===== config.mk =====
export PLATFORM = sky130hd
export DESIGN_NAME = nibble_serial_add_ctrl
export DESIGN_NICKNAME = d
export VERILOG_FILES = /design/src/rtl/nibble_serial_add_ctrl.sv
export SDC_FILE = /design/constraint.sdc
export NUM_CORES = 1
export LEC_CHECK = 0
export CORE_ASPECT_RATIO = 0.6
export CORE_MARGIN = 10
export CORE_UTILIZATION = 45
export DETAILED_ROUTE_END_ITERATION = 12
export PLACE_DENSITY_LB_ADDON = 0.12
export REMOVE_ABC_BUFFERS = 1
export SETUP_SLACK_MARGIN = 0.4
export SLEW_MARGIN = 5
export SYNTH_ARGS = -nofsm -noshare
export SYNTH_HDL_FRONTEND = slang
export SYNTH_SLANG_ARGS = --single-unit
export TNS_END_PERCENT = 1

===== constraint.sdc =====
create_clock -name clk -period 3.51 [get_ports clk]
set_clock_uncertainty 0.2 [all_clocks]
set_input_delay 1.053 -clock clk [delete_from_list [all_inputs] [get_ports clk]]
set_output_delay 1.053 -clock clk [all_outputs]
set_load 0.1 [all_outputs]

===== src/rtl/nibble_serial_add_ctrl.sv =====
// -----------------------------------------------------------------------------
// nibble_serial_add_ctrl
//
// Purpose:
//   Adds two WIDTH-bit operands on one shared 4-bit carry-lookahead slice. The
//   slice handles one nibble per clock, least-significant nibble first. A
//   registered carry links each nibble to the next. Operands enter through a
//   valid/ready request port. The result leaves through a valid/ready response
//   port.
//
// Configuration:
//   NSA_SUB_EN  When defined, adds the 'sub' input. With sub=1 at accept, the
//               block computes a - b (mod 2^WIDTH). c_out=1 then means no
//               borrow. When undefined, the block adds only, and the sub port
//               and its logic do not exist.
//
// Parameters:
//   WIDTH      operand/result width; must be a multiple of 4 and >= 4
//
// Ports:
//   clk        clock, rising edge
//   rst_n      asynchronous active-low reset
//   in_valid   request valid (operands present)
//   in_ready   request ready (high only in IDLE)
//   a, b       operands, sampled on accept
//   c_in       carry-in to nibble 0, sampled on accept
//   sub        subtract select, sampled on accept (NSA_SUB_EN only)
//   out_valid  response valid (high only in DONE)
//   out_ready  response accepted by consumer
//   sum        registered result
//   c_out      registered carry out of bit WIDTH-1
//   busy       high whenever the controller is not IDLE
// -----------------------------------------------------------------------------
module nibble_serial_add_ctrl #(
    parameter int WIDTH = 16
) (
    input  logic             clk,
    input  logic             rst_n,
    input  logic             in_valid,
    output logic             in_ready,
    input  logic [WIDTH-1:0] a,
    input  logic [WIDTH-1:0] b,
    input  logic             c_in,
`ifdef NSA_SUB_EN
    input  logic             sub,
`endif
    output logic             out_valid,
    input  logic             out_ready,
    output logic [WIDTH-1:0] sum,
    output logic             c_out,
    output logic             busy
);

    localparam int NIBBLES = WIDTH / 4;
    localparam int IDX_W   = (NIBBLES > 1) ? $clog2(NIBBLES) : 1;
    localparam logic [IDX_W-1:0] LAST_IDX = IDX_W'(NIBBLES - 1);

    if (((WIDTH % 4) != 0) || (WIDTH < 4)) begin : g_width_check
        $error("nibble_serial_add_ctrl: WIDTH must be a multiple of 4 and >= 4");
    end

    typedef enum logic [1:0] {
        IDLE = 2'd0,
        RUN  = 2'd1,
        DONE = 2'd2
    } state_t;

    state_t            state;
    state_t            state_nxt;

    logic [WIDTH-1:0]  a_r;
    logic [WIDTH-1:0]  b_r;
    logic              carry_r;
    logic [IDX_W-1:0]  idx;
    logic [IDX_W+1:0]  nib_base;
    logic [WIDTH-1:0]  sum_r;
    logic              c_out_r;

    logic [WIDTH-1:0]  b_sel;
    logic              cin_sel;
    logic              accept;
    logic              last_nib;
    logic [3:0]        slice_sum;
    logic              slice_co;

    // -------------------------------------------------------------------------
    // 4-bit lookahead slice. Each carry is a flat sum-of-products of p, g and
    // the slice carry-in, so no carry ripples from one bit to the next.
    // -------------------------------------------------------------------------
    function automatic logic [4:0] cla4(
        input logic [3:0] x,
        input logic [3:0] y,
        input logic       ci
    );
        logic [3:0] p;
        logic [3:0] g;
        logic       c1;
        logic       c2;
        logic       c3;
        logic       c4;
        p  = x ^ y;
        g  = x & y;
        c1 = g[0] | (p[0] & ci);
        c2 = g[1] | (p[1] & g[0]) | (p[1] & p[0] & ci);
        c3 = g[2] | (p[2] & g[1]) | (p[2] & p[1] & g[0]) | (p[2] & p[1] & p[0] & ci);
        c4 = g[3] | (p[3] & g[2]) | (p[3] & p[2] & g[1]) | (p[3] & p[2] & p[1] & g[0])
           | (p[3] & p[2] & p[1] & p[0] & ci);
        return {c4, p ^ {c3, c2, c1, ci}};
    endfunction

    // Operand conditioning at accept: subtraction is a + ~b + 1.
`ifdef NSA_SUB_EN
    assign b_sel   = sub ? ~b : b;
    assign cin_sel = sub | c_in;
`else
    assign b_sel   = b;
    assign cin_sel = c_in;
`endif

    assign accept   = in_valid && in_ready;
    assign last_nib = (idx == LAST_IDX);
    assign nib_base = {idx, 2'b00};

    always_comb begin
        {slice_co, slice_sum} = cla4(a_r[nib_base +: 4], b_r[nib_base +: 4], carry_r);
    end

    // -------------------------------------------------------------------------
    // FSM
    // -------------------------------------------------------------------------
    // NOTE: sequential state uses non-blocking (<=) so every flop samples
    // pre-edge values; blocking here would create order-dependent races.
    always_ff @(posedge clk or negedge rst_n) begin
        if (!rst_n) begin
            state <= IDLE;
        end else begin
            state <= state_nxt;
        end
    end

    // NOTE: every output of this block is given a default first, so no path
    // leaves a signal unassigned and no latch is inferred.
    always_comb begin
        state_nxt = state;
        in_ready  = 1'b0;
        out_valid = 1'b0;
        case (state)
            IDLE: begin
                in_ready = 1'b1;
                if (in_valid) begin
                    state_nxt = RUN;
                end
            end
            RUN: begin
                if (last_nib) begin
                    state_nxt = DONE;
                end
            end
            DONE: begin
                // The new request cannot be accepted in this same cycle. It
                // is taken in IDLE on the following cycle.
                out_valid = 1'b1;
                if (out_ready) begin
                    state_nxt = IDLE;
                end
            end
            default: begin
                state_nxt = IDLE;
            end
        endcase
    end

    assign busy = (state != IDLE);

    // -------------------------------------------------------------------------
    // Datapath
    // -------------------------------------------------------------------------
    // NOTE: the operand registers have no reset. They are loaded on every
    // accept and read only in RUN, so reset values could never be observed.
    always_ff @(posedge clk) begin
        if (accept) begin
            a_r <= a;
            b_r <= b_sel;
        end
    end

    always_ff @(posedge clk or negedge rst_n) begin
        if (!rst_n) begin
            idx     <= '0;
            carry_r <= 1'b0;
            sum_r   <= '0;
            c_out_r <= 1'b0;
        end else if (accept) begin
            idx     <= '0;
            carry_r <= cin_sel;
        end else if (state == RUN) begin
            // Nibbles above idx keep their old value until they are computed.
            sum_r[nib_base +: 4] <= slice_sum;
            carry_r              <= slice_co;
            if (last_nib) begin
                idx     <= '0;
                c_out_r <= slice_co;
            end else begin
                idx     <= idx + 1'b1;
            end
        end
    end

    assign sum   = sum_r;
    assign c_out = c_out_r;

endmodule


==> flow_summary.json, run 1 <==
{
  "dp.final_hpwl_um": 4080,
  "critical_path.top_delay_family": "simple AND/OR/NAND/NOR gates",
  "postCtsSetupRepairBufs": 0,
  "max_slew.worst_pin.slew_ns": 0.463,
  "antenna_found_initial": 0,
  "drive_gt1_share_pct": 21.4,
  "dieArea_um2": 8460,
  "wirelength_um": 5090,
  "synthTopCellsByCount": "32 x edfxtp_1, 23 x nand2_1, 22 x dfrtp_1, 12 x o21ai_0, 11 x ha_1",
  "min_period_over_period_pct": 83.1,
  "rsz0062_at_grt": "false",
  "tns_ns": 0,
  "synth_seq_cells": 54,
  "clock_path_buffers": 2,
  "period_needed_ns": 2.92,
  "vias": 1459,
  "syn_to_final_growth_pct": 31.0,
  "cp-start-kind": "flip-flop",
  "synth_warnings": 0,
  "synth_edf_count": 32,
  "hold_viol": 0,
  "initial_utilization_pct": 45.9,
  "nFillCells": 411,
  "multi_input_area_um2": 751,
  "synth_ff_type": "edfxtp_1",
  "ctsRootBufferMaster": "clkbuf_8",
  "core-area_um2": 5000,
  "rows": 20,
  "status": "finished clean",
  "fp.dieH_um": 75.3,
  "wl_per_cell_um": 17.8,
  "ios": 57,
  "cts_htree_levels": 2,
  "path_buf_inv": 0,
  "avgSynthCellArea_um2": 14.8,
  "antenna_cells": 0,
  "yosysUniqueCellTypes": 34,
  "grt_max_degree": 33,
  "crit_arrival_ns": 2.95,
  "grt_remaining_overflow": 0,
  "via_per_inst": 5.10,
  "worstSetupPathType": "flip-flop to flip-flop",
  "track_usage_pct": 12.4,
  "cts.clk_slew.worst_paths_ns": 0.09,
  "required_ns": 3.54,
  "netlist_instances": 155,
  "min_path_type": "flip-flop to flip-flop",
  "cts_tree": "yes",
  "ctsHoldBuffers": 0,
  "slowest_stage": "mux4_2",
  "finalNetCount": 268,
  "clock-sinks": 54,
  "dr.first_iter.drc_count": 40,
  "drt_pass1_iterations": 6,
  "die_x_um": 112,
  "yosysTopAreaCell": "edfxtp_1",
  "numCtsBuffers": 5,
  "cp-end-kind": "flip-flop",
  "setup_viol": 0,
  "synth_top_area_share_pct": 41.8,
  "ant_nets": 0,
  "register_area_um2": 1510,
  "path_cells": "mux4_2, ha_1, a21o_1, and4_4, or4_4, o21ai_2",
  "drv_cap": 0,
  "insertion_delay_ns": 0.30,
  "synthArstFlopShare_pct": 40.7,
  "synth.most_common_cell": "edfxtp_1",
  "grt_pass1_wl_um": 8140,
  "crit_fanout": 9,
  "gp_congestion": 0.819,
  "ctsResizeCount": 0,
  "drc_errors": 0,
  "cpPeakStageDelay_ns": 0.61,
  "synthTopCellsByArea": "edfxtp_1 42%, dfrtp_1 24%, mux4_2 7.8%",
  "relSlewSlack_pct": 69.1,
  "drv_slew": 0,
  "ys_seq_area_share_pct": 65.8,
  "grt_pass1_vias": 1516,
  "io_buffers": 56,
  "max_freq_mhz": 343,
  "mappedNetlistArea_um2": 2300
}
## layout make-up
type | count | area share [%]
Sequential cell | 54 | 50.2
Multi-Input combinational cell | 93 | 24.9
Timing Repair Buffer | 60 | 18.0
Tap cell | 66 | 2.74
Clock buffer | 7 | 2.54
Clock inverter | 1 | 0.998
Inverter | 5 | 0.623
## registers in the layout, summed over array words and instances, names as in the netlist
signal	flops
carry_r	1
a_r	16
sum	16
idx	2
state	2
c_out	1
b_r	16
## cell usage in the layout (no fill, tap or decap), types with 4 or more instances in the layout
cell,netlist,final
clkdlybuf4s50_1,0,36
edfxtp_1,32,32
buf_4,1,24
nand2_1,23,23
dfrtp_1,22,22
o21ai_0,12,12
ha_1,11,11
mux4_2,8,8
inv_1,5,5
a21oi_1,5,5
clkbuf_8,0,5
o21ai_2,4,4
## worst reg2reg max path, stage by stage, from the launching register on
cell	delay, ns
dfrtp_1	0.60
mux4_2	0.61
ha_1	0.33
a21o_1	0.20
and4_4	0.20
or4_4	0.57
o21ai_2	0.15
## cell families (layout without fill, tap and decap cells)
logic type / Yosys count / count (layout) / share of synthesized area, %
AOI/OAI and AO/OA: 30 / 30 / 8.01
xor gates and xnor gates: 2 / 2 / 0.763
adders and majority gates: 12 / 12 / 6.86
buffers and inverters: 8 / 73 / 1.52
DFF: 54 / 54 / 65.8
muxes: 8 / 8 / 7.84
and+or+nand+nor: 41 / 41 / 9.21
## layer usage
metal,global-route usage (%),up-vias,wire length [um]
met3,5.03,2,365
li1,-,697,-
met2,18.9,43,2290
met5,0,-,0
met4,2.94,0,11
met1,16.2,717,2420
## metrics by stage
stage	cell area [um2]	util (%)	std cells	worst slack, ns	hold WS, ns
global route	3010	60.2	286	0.419	0.327
detailed placement	2900	58.0	278	0.587	0.273
CTS	3010	60.2	286	0.563	0.295
global placement	2900	58.0	278	0.625	0.267
finish	3010	60.2	286	0.593	0.288
floorplan	2280	-	152	0.362	0.295
## final timing paths
| kind | slack, ns | startpoint | endpoint | cells past startpoint |
|---|---|---|---|---|
| max | 0.59 | idx[0]$_DFFE_PN0P_ | sum[7]$_DFFE_PN0P_ | 6 |
| max reg2reg | 0.59 | idx[0]$_DFFE_PN0P_ | sum[7]$_DFFE_PN0P_ | 6 |
| min in group asynchronous | 0.89 | rst_n | sum[5]$_DFFE_PN0P_ | 2 |
| max in group asynchronous | 1.99 | rst_n | idx[0]$_DFFE_PN0P_ | 2 |
| min reg2reg | 0.29 | sum[2]$_DFFE_PN0P_ | sum[2]$_DFFE_PN0P_ | 2 |
| min | 0.29 | sum[2]$_DFFE_PN0P_ | sum[2]$_DFFE_PN0P_ | 2 |
Power of run 1 is left out: the tool's default activity adds up to more than one toggle a clock period on the data nets, which glitch-free logic cannot reach.
==> run 2: changes to the inputs <==
clock period = 2.95 ns   (was 3.51 ns; I/O delays follow)
==> flow_summary.json, run 2 (same netlist as run 1, synthesis figures left out) <==
{
  "status": "finished clean",
  "layout_common_cells": "36 x clkdlybuf4s50_1, 32 x edfxtp_1, 24 x buf_4",
  "min_path_type": "flip-flop to flip-flop",
  "cp-start-kind": "flip-flop",
  "worstSetupPathType": "flip-flop to flip-flop",
  "drc_errors": 0,
  "min_period_over_period_pct": 87.1,
  "grt_pass1_wl_um": 7950,
  "track_usage_pct": 11.8,
  "wl_per_cell_um": 16.9,
  "register_area_um2": 1510,
  "setup_viol": 0,
  "max_freq_mhz": 389,
  "ctsRootBufferMaster": "clkbuf_8",
  "max_slew.worst_pin.slew_ns": 0.480,
  "grt_pass1_vias": 1580,
  "cts.clk_slew.worst_paths_ns": 0.11,
  "dieArea_um2": 8460,
  "wirelength_um": 4880,
  "die_x_um": 112,
  "multi_input_area_um2": 810,
  "dp.final_hpwl_um": 3790,
  "ant_nets": 0,
  "grt_remaining_overflow": 0,
  "drv_slew": 0,
  "ios": 57,
  "nFillCells": 400,
  "insertion_delay_ns": 0.31,
  "cts_tree": "yes",
  "io_buffers": 56,
  "drive_gt1_share_pct": 26.0,
  "clock_path_buffers": 2,
  "relSlewSlack_pct": 67.8,
  "clock-sinks": 54,
  "core-area_um2": 5000,
  "required_ns": 2.99,
  "drv_cap": 0,
  "rows": 20,
  "syn_to_final_growth_pct": 35.9,
  "antenna_found_initial": 0,
  "grt_max_degree": 33,
  "rsz0062_at_grt": "true",
  "crit_arrival_ns": 2.61,
  "drt_pass1_iterations": 4,
  "finalNetCount": 271,
  "hold_viol": 0,
  "numCtsBuffers": 5,
  "period_needed_ns": 2.57,
  "layout_commonest_cell": "clkdlybuf4s50_1",
  "dr.first_iter.drc_count": 61,
  "gp_congestion": 0.809,
  "via_per_inst": 5.13,
  "antenna_cells": 0,
  "cp-end-kind": "flip-flop",
  "crit_fanout": 7,
  "tns_ns": 0,
  "vias": 1484,
  "fp.dieH_um": 75.3,
  "initial_utilization_pct": 45.9,
  "cts_htree_levels": 2
}
[run 2: timing repair]
action	in CTS	in global routing
hold buffers	0	0
endpoints found under the setup margin	11	11
gates resized for setup	10	1
pin swaps	4	0
buffers inserted	3	0
[run 2: area by class of cell]
type,instances,share of cell area [%]
inverter,5,0.601
multi-input combinational,93,25.9
sequential,54,48.5
timing repair buffer,63,19.0
clock inverter,2,0.401
clock buffer,6,3.01
tap,66,2.65
[run 2: path summary, 6_finish.rpt]
path,startpoint,to,slack [ns],cells past startpoint
min in group asynchronous,rst_n,sum[6]$_DFFE_PN0P_,0.71,2
max reg2reg,idx[0]$_DFFE_PN0P_,sum[7]$_DFFE_PN0P_,0.38,7
min,sum[10]$_DFFE_PN0P_,sum[10]$_DFFE_PN0P_,0.29,2
min reg2reg,sum[10]$_DFFE_PN0P_,sum[10]$_DFFE_PN0P_,0.29,2
max,idx[0]$_DFFE_PN0P_,sum[7]$_DFFE_PN0P_,0.38,7
max in group asynchronous,rst_n,idx[0]$_DFFE_PN0P_,1.60,2
[run 2: stage by stage]
stage	cells	instance area (um2)	setup slack (ns)	util, %	hold slack, ns
floorplan	152	2280	-0.198	-	0.295
global placement	278	2920	0.249	58.3	0.266
detailed placement	278	2920	0.185	58.3	0.275
CTS	289	3110	0.412	62.2	0.299
global route	289	3120	0.302	62.4	0.319
finish	289	3120	0.380	62.4	0.294
[run 2: metal layers]
layer	part of all wire, %	up-vias	track usage [%]
met1	47	723	15.1
met2	44	50	18.8
li1	-	707	-
met3	7.8	4	4.95
met4	0.43	0	2.10
met5	0	-	0
[run 2: worst max-delay path, cell delays in order (launching register included)]
cell and delay [ns]:
dfrtp_2 0.45, buf_12 0.15, mux4_2 0.52, ha_4 0.28, a21oi_1 0.14, nor2b_1 0.09
or4_4 0.54, o21ai_2 0.13
Power of run 2 is left out for the same reason.
==> run 3: changes to the inputs <==
CORE_ASPECT_RATIO = 1.5   (was 0.6)
==> flow_summary.json, run 3 (same netlist as run 1, synthesis figures left out) <==
{
  "cts_htree_levels": 2,
  "initial_utilization_pct": 47.0,
  "ant_nets": 0,
  "grt_max_degree": 33,
  "clock_path_buffers": 2,
  "core-area_um2": 4890,
  "rsz0062_at_grt": "true",
  "r2r-start": "idx[0]$_DFFE_PN0P_",
  "drv_slew": 0,
  "cts.clk_slew.worst_paths_ns": 0.09,
  "status": "finished clean",
  "min_from": "sum[1]$_DFFE_PN0P_",
  "min_path_type": "flip-flop to flip-flop",
  "final_area_um2": 3140,
  "rows": 31,
  "min_to": "sum[1]$_DFFE_PN0P_",
  "wl_per_cell_um": 17.4,
  "cp-start-kind": "flip-flop",
  "period_needed_ns": 2.61,
  "drt_pass1_iterations": 4,
  "layout_common_cells": "36 x clkdlybuf4s50_1, 32 x edfxtp_1, 28 x buf_4",
  "cp-end-kind": "flip-flop",
  "grt_remaining_overflow": 0,
  "drv_cap": 0,
  "layout_commonest_cell": "clkdlybuf4s50_1",
  "clock-sinks": 54,
  "cts_tree": "yes",
  "worstSetupPathType": "flip-flop to flip-flop",
  "die_x_um": 78.3,
  "r2r_slack_ns": 0.34,
  "hold_ws_ns": 0.292,
  "grt_pass1_vias": 1688,
  "worstHoldPathCells": 2,
  "crit_fanout": 4,
  "crit_arrival_ns": 2.63,
  "dr.first_iter.drc_count": 85,
  "ios": 57,
  "min_period_over_period_pct": 88.3,
  "antenna_found_initial": 0,
  "grt_pass1_wl_um": 8220,
  "numCtsBuffers": 5,
  "drive_gt1_share_pct": 26.1,
  "vias": 1488,
  "wirelength_um": 5070,
  "finalNetCount": 275,
  "required_ns": 2.98,
  "syn_to_final_growth_pct": 36.5,
  "max_slew.worst_pin.slew_ns": 0.399,
  "insertion_delay_ns": 0.30,
  "max_freq_mhz": 384,
  "reg2reg_depth": 7,
  "dp.final_hpwl_um": 3890,
  "ctsHoldBuffers": 0,
  "drc_errors": 0,
  "fp.dieH_um": 108,
  "gp_congestion": 0.819,
  "antenna_cells": 0,
  "relSlewSlack_pct": 73.3,
  "hold_viol": 0,
  "r2r_end": "sum[11]$_DFFE_PN0P_",
  "ctsRootBufferMaster": "clkbuf_8",
  "setup_viol": 0,
  "io_buffers": 56,
  "track_usage_pct": 12.4,
  "via_per_inst": 5.10,
  "dpl-instance-area_um2": 2920,
  "dieArea_um2": 8420
}
-- run 3: area by class of cell --
cell class                      instances  area (um2)
Sequential cell                        54        1510
Multi-Input combinational cell         93         797
Clock inverter                          2        33.8
Fill cell                             403        1750
Tap cell                               66        82.6
Timing Repair Buffer                   67         622
Clock buffer                            5        68.8
Inverter                                5        18.8
-- run 3: repair_timing --
item / in CTS / in global routing
pin swaps: 5 / 0
gates resized for setup: 9 / 1
buffers inserted: 4 / 3
setup endpoints to repair: 8 / 8
-- run 3: worst max-delay path by stage --
stage	startpoint	endpoint	slack (ns)	cells past startpoint
floorplan	state[0]$_DFFE_PN0P_	a_r[0]$_DFFE_PP_	-0.20	3
global placement	idx[0]$_DFFE_PN0P_	sum[7]$_DFFE_PN0P_	0.23	6
detailed placement	idx[0]$_DFFE_PN0P_	sum[7]$_DFFE_PN0P_	0.19	6
CTS	idx[0]$_DFFE_PN0P_	sum[11]$_DFFE_PN0P_	0.37	6
global route	idx[0]$_DFFE_PN0P_	sum[11]$_DFFE_PN0P_	0.22	7
finish	idx[0]$_DFFE_PN0P_	sum[11]$_DFFE_PN0P_	0.34	7
-- run 3: layer usage --
| layer | track usage, % | share of wire (%) | wire (um) |
|---|---|---|---|
| met5 | 0 | 0 | 0 |
| met1 | 11.2 | 35 | 1790 |
| met2 | 24.6 | 59 | 2980 |
| met3 | 3.93 | 5.0 | 253 |
| met4 | 4.24 | 1.1 | 58 |
-- run 3: worst max-delay path: stages, from the launching register on --
cell and delay [ns]:
dfrtp_2 0.43, mux4_2 0.58, buf_6 0.15, ha_1 0.19, a21o_1 0.19, and4_4 0.16, or4_4 0.47, o21ai_2 0.16
-- run 3: through the flow --
step	worst slack, ns	cells	utilization (%)	TNS (ns)
floorplan	-0.198	152	-	-6.38
global placement	0.235	278	59.7	0
detailed placement	0.193	278	59.7	0
CTS	0.368	289	63.7	0
global route	0.218	292	64.2	0
finish	0.344	292	64.2	0
Power of run 3 is left out for the same reason.
==> variant 1: new RTL, flow settings as in run 3 <==
Re-encode `state_t` (3 states) as one-hot, 3 bits wide.
--- a/src/rtl/nibble_serial_add_ctrl.sv
+++ b/src/rtl/nibble_serial_add_ctrl.sv
@@ -61,6 +61,6 @@
 
-    typedef enum logic [1:0] {
-        IDLE = 2'd0,
-        RUN  = 2'd1,
-        DONE = 2'd2
+    typedef enum logic [2:0] {
+        IDLE = 3'b001,
+        RUN  = 3'b010,
+        DONE = 3'b100
     } state_t;
Function: same outputs for any inputs over 10 cycles, from zero or initial values and one cycle with rst_n low; not proved beyond that.
==> variant 1 against run 3 <==
- routed wire length is 3.8% lower
- first-iteration DRC count decreased by 13%
- sequential cell count up 1
- cell area grew 1.8%
- setup slack improved by 66 ps
- sequential share of layout area hardly changed
- area after synthesis grew 3.0%
- highest routed layer unchanged
==> variant 1: results <==
set metrics [dict create \
    crit_fanout 5 \
    ys_types 30 \
    finalCriticalPeriod_ps 2540 \
    pre_cts_slack_ps 242.0 \
    clkSinkCount 55 \
    reg2reg_depth 5 \
    seq_share_pct 48.24 \
    fillCellCount 458 \
    rr_endpoint "sum[5]" \
    async_reset_ff_share_pct 41.82 \
    synth_top_cells_by_count "edfxtp_1, nand2_1, dfrtp_1" \
    postCtsSetupRepairBufs 2 \
    n_all_buffers 62 \
    finalNetCount 277 \
    drt_iter0_drc 74 \
    clk_share_pct 3.333 \
    vias 1561 \
    hp-start "sum[12]" \
    multi_input_area_share_pct 25.73 \
    multi_input_gates 96 \
    hpwl_um 3873 \
    min_to "sum[12]" \
    final_cell_area_mm2 0.003191 \
    placed_cell_area_mm2 0.003025 \
    grt_pass1_wl_um 7859 \
    post_drt_wl_per_cell_um 16.38 \
    cp_top_family "XOR/XNOR gates" \
    whs_ps 283.9 \
    tightest_slew_ps 586.2 \
    clockBufferCount 7 \
    outcome "finished clean" \
    grt_max_degree 36 \
    cts_max_level 2 \
    inv_count 9 \
    ys_seq_area_share_pct 64.99 \
    cpPeakStageDelay_ps 530 \
    slowest_stage "xnor2_1" \
    cp_data_arrival_time_ps 2500 \
    avgSynthCellArea_um2 14.43 \
    power.leakage_nw 1.280 \
    grt_usage_pct 11.61 \
    buf_share_pct 18.98 \
    routed_wl_um 4882 \
    yosys-top-cells-area "edfxtp_1, dfrtp_1, mux4_2" \
]
variant 1: cell count changes after synthesis, sizes merged, moves of 3 or more:
cell	run 3	this run
inv	5	9
o31ai	0	15
o21ai	19	1
nand3	0	3
nand2	24	27
variant 1: power by group through the flow:
stage / logic (W) / registers [W] / clock network (W)
6_report: 0.00177 / 0.00111 / 0.000483
3_5_place_dp: 0.00162 / 0.00115 / 0
5_1_grt: 0.00189 / 0.00113 / 0.000526
4_1_cts: 0.00168 / 0.00112 / 0.000497
2_1_floorplan: 0.000830 / 0.00145 / 0
3_3_place_gp: 0.00161 / 0.00114 / 0
variant 1: layer usage:
metal | GRT usage, % | routed length (µm)
met1 | 10.77 | 1679
met2 | 22.11 | 2810
met3 | 3.954 | 264
met4 | 5.141 | 127
met5 | 0 | 0
variant 1: logic make-up after synthesis:
kind of cell / share of synthesized area [%]
muxes: 8.091
xor gates and xnor gates: 1.111
AOI/OAI and AO/OA: 8.990
buffers and inverters: 2.327
DFF: 64.99
adders and majority gates: 6.134
and+or+nand+nor: 8.356
==> variant 2: new RTL, flow settings as in run 3 <==
Made on the original files. Change the parameter `WIDTH` from 16 to 8.
--- a/src/rtl/nibble_serial_add_ctrl.sv
+++ b/src/rtl/nibble_serial_add_ctrl.sv
@@ -34,3 +34,3 @@
 module nibble_serial_add_ctrl #(
-    parameter int WIDTH = 16
+    parameter int WIDTH = 8
 ) (
Interface: changed (resized a, b and sum); port bits go from 57 to 33. No check against the original RTL was run, so the function may have changed too.
==> variant 2 against run 3 <==
- routed wire length is 50% lower
- worst hold slack worse by 16 ps
- cell area is 45% lower
- sequential cell count shrank 25
- synthesized cell count is 37% lower
- area after synthesis fell by 44%
- first-iteration DRC count decreased by 73%
- cell count fell by 41%
- setup slack better by 250 ps
Power is left out: the tool's default activity adds up to more than one toggle a clock period on the data nets, which glitch-free logic cannot reach.
==> variant 2: results <==
set metrics [dict create \
    post_drt_wl_per_cell_um 14.81 \
    drt_iter0_drc 23 \
    yosys-top-cells-area "edfxtp_1, dfrtp_1, mux2_2" \
    whs_ps 275.7 \
    cp_data_arrival_time_ps 1270 \
    async_reset_ff_share_pct 44.83 \
    reg2reg_from "idx" \
    insertion_delay_ps 280 \
    synth_compound_area_share_pct 9.653 \
    hp-start "sum[0]" \
    postCtsSetupRepairBufs 0 \
    rr_endpoint "sum[2]" \
    synth_mux_area_share_pct 7.819 \
    grt_pass1_vias 920 \
    synth_top_cells_by_count "edfxtp_1, dfrtp_1, nand2_1" \
    hpwl_um 2021 \
    routabilityCongestion 0.8589 \
    port_buffers 32 \
    fillCellCount 217 \
    placed_cells 165 \
    row_count 23 \
    cp-startpoint "state[1]" \
    vias 873 \
    grt_pass1_wl_um 4374 \
    outcome "finished clean" \
    grt_usage_pct 10.01 \
    path_clk_slew_ps 60 \
    ys_types 32 \
    synth_edf_count 16 \
    crit_fanout 8 \
    post-route-util_pct 62.52 \
    min_to "sum[0]" \
    synth_cells 97 \
    reg2reg_depth 5 \
    critical_path.endpoint "in_ready" \
    ys_seq_area_share_pct 62.16 \
    fin_cells 172 \
]
## variant 2: logic make-up after synthesis
kind of cell / after synthesis
AO/OA/AOI/OAI: 18
buffers and inverters: 6
flip-flops: 29
AND/OR/NAND/NOR: 28
XOR/XNOR: 1
multiplexers: 9
adder cells (fa/ha/maj): 6
## variant 2: worst max-delay path: stages (launching register included)
cell	delay, ps
dfrtp_1	460
nor2_1	200
buf_4	320
## variant 2: metal layers
metal | vias to the layer above | global-route usage (%) | wire (µm)
met1 | 408 | 9.353 | 956
met3 | 5 | 5.859 | 225
met5 | - | 0 | 0
met4 | 0 | 3.593 | 36
met2 | 27 | 17.53 | 1330
li1 | 433 | - | -
## variant 2: final cells by class
cell class                 instances  area share (%)
clock buffer                       6           4.246
clock inverter                     1          0.2196
inverter                           3          0.6589
multi-input combinational         62           27.09
sequential                        29           47.22
tap                               37           2.709
timing repair buffer              34           17.86
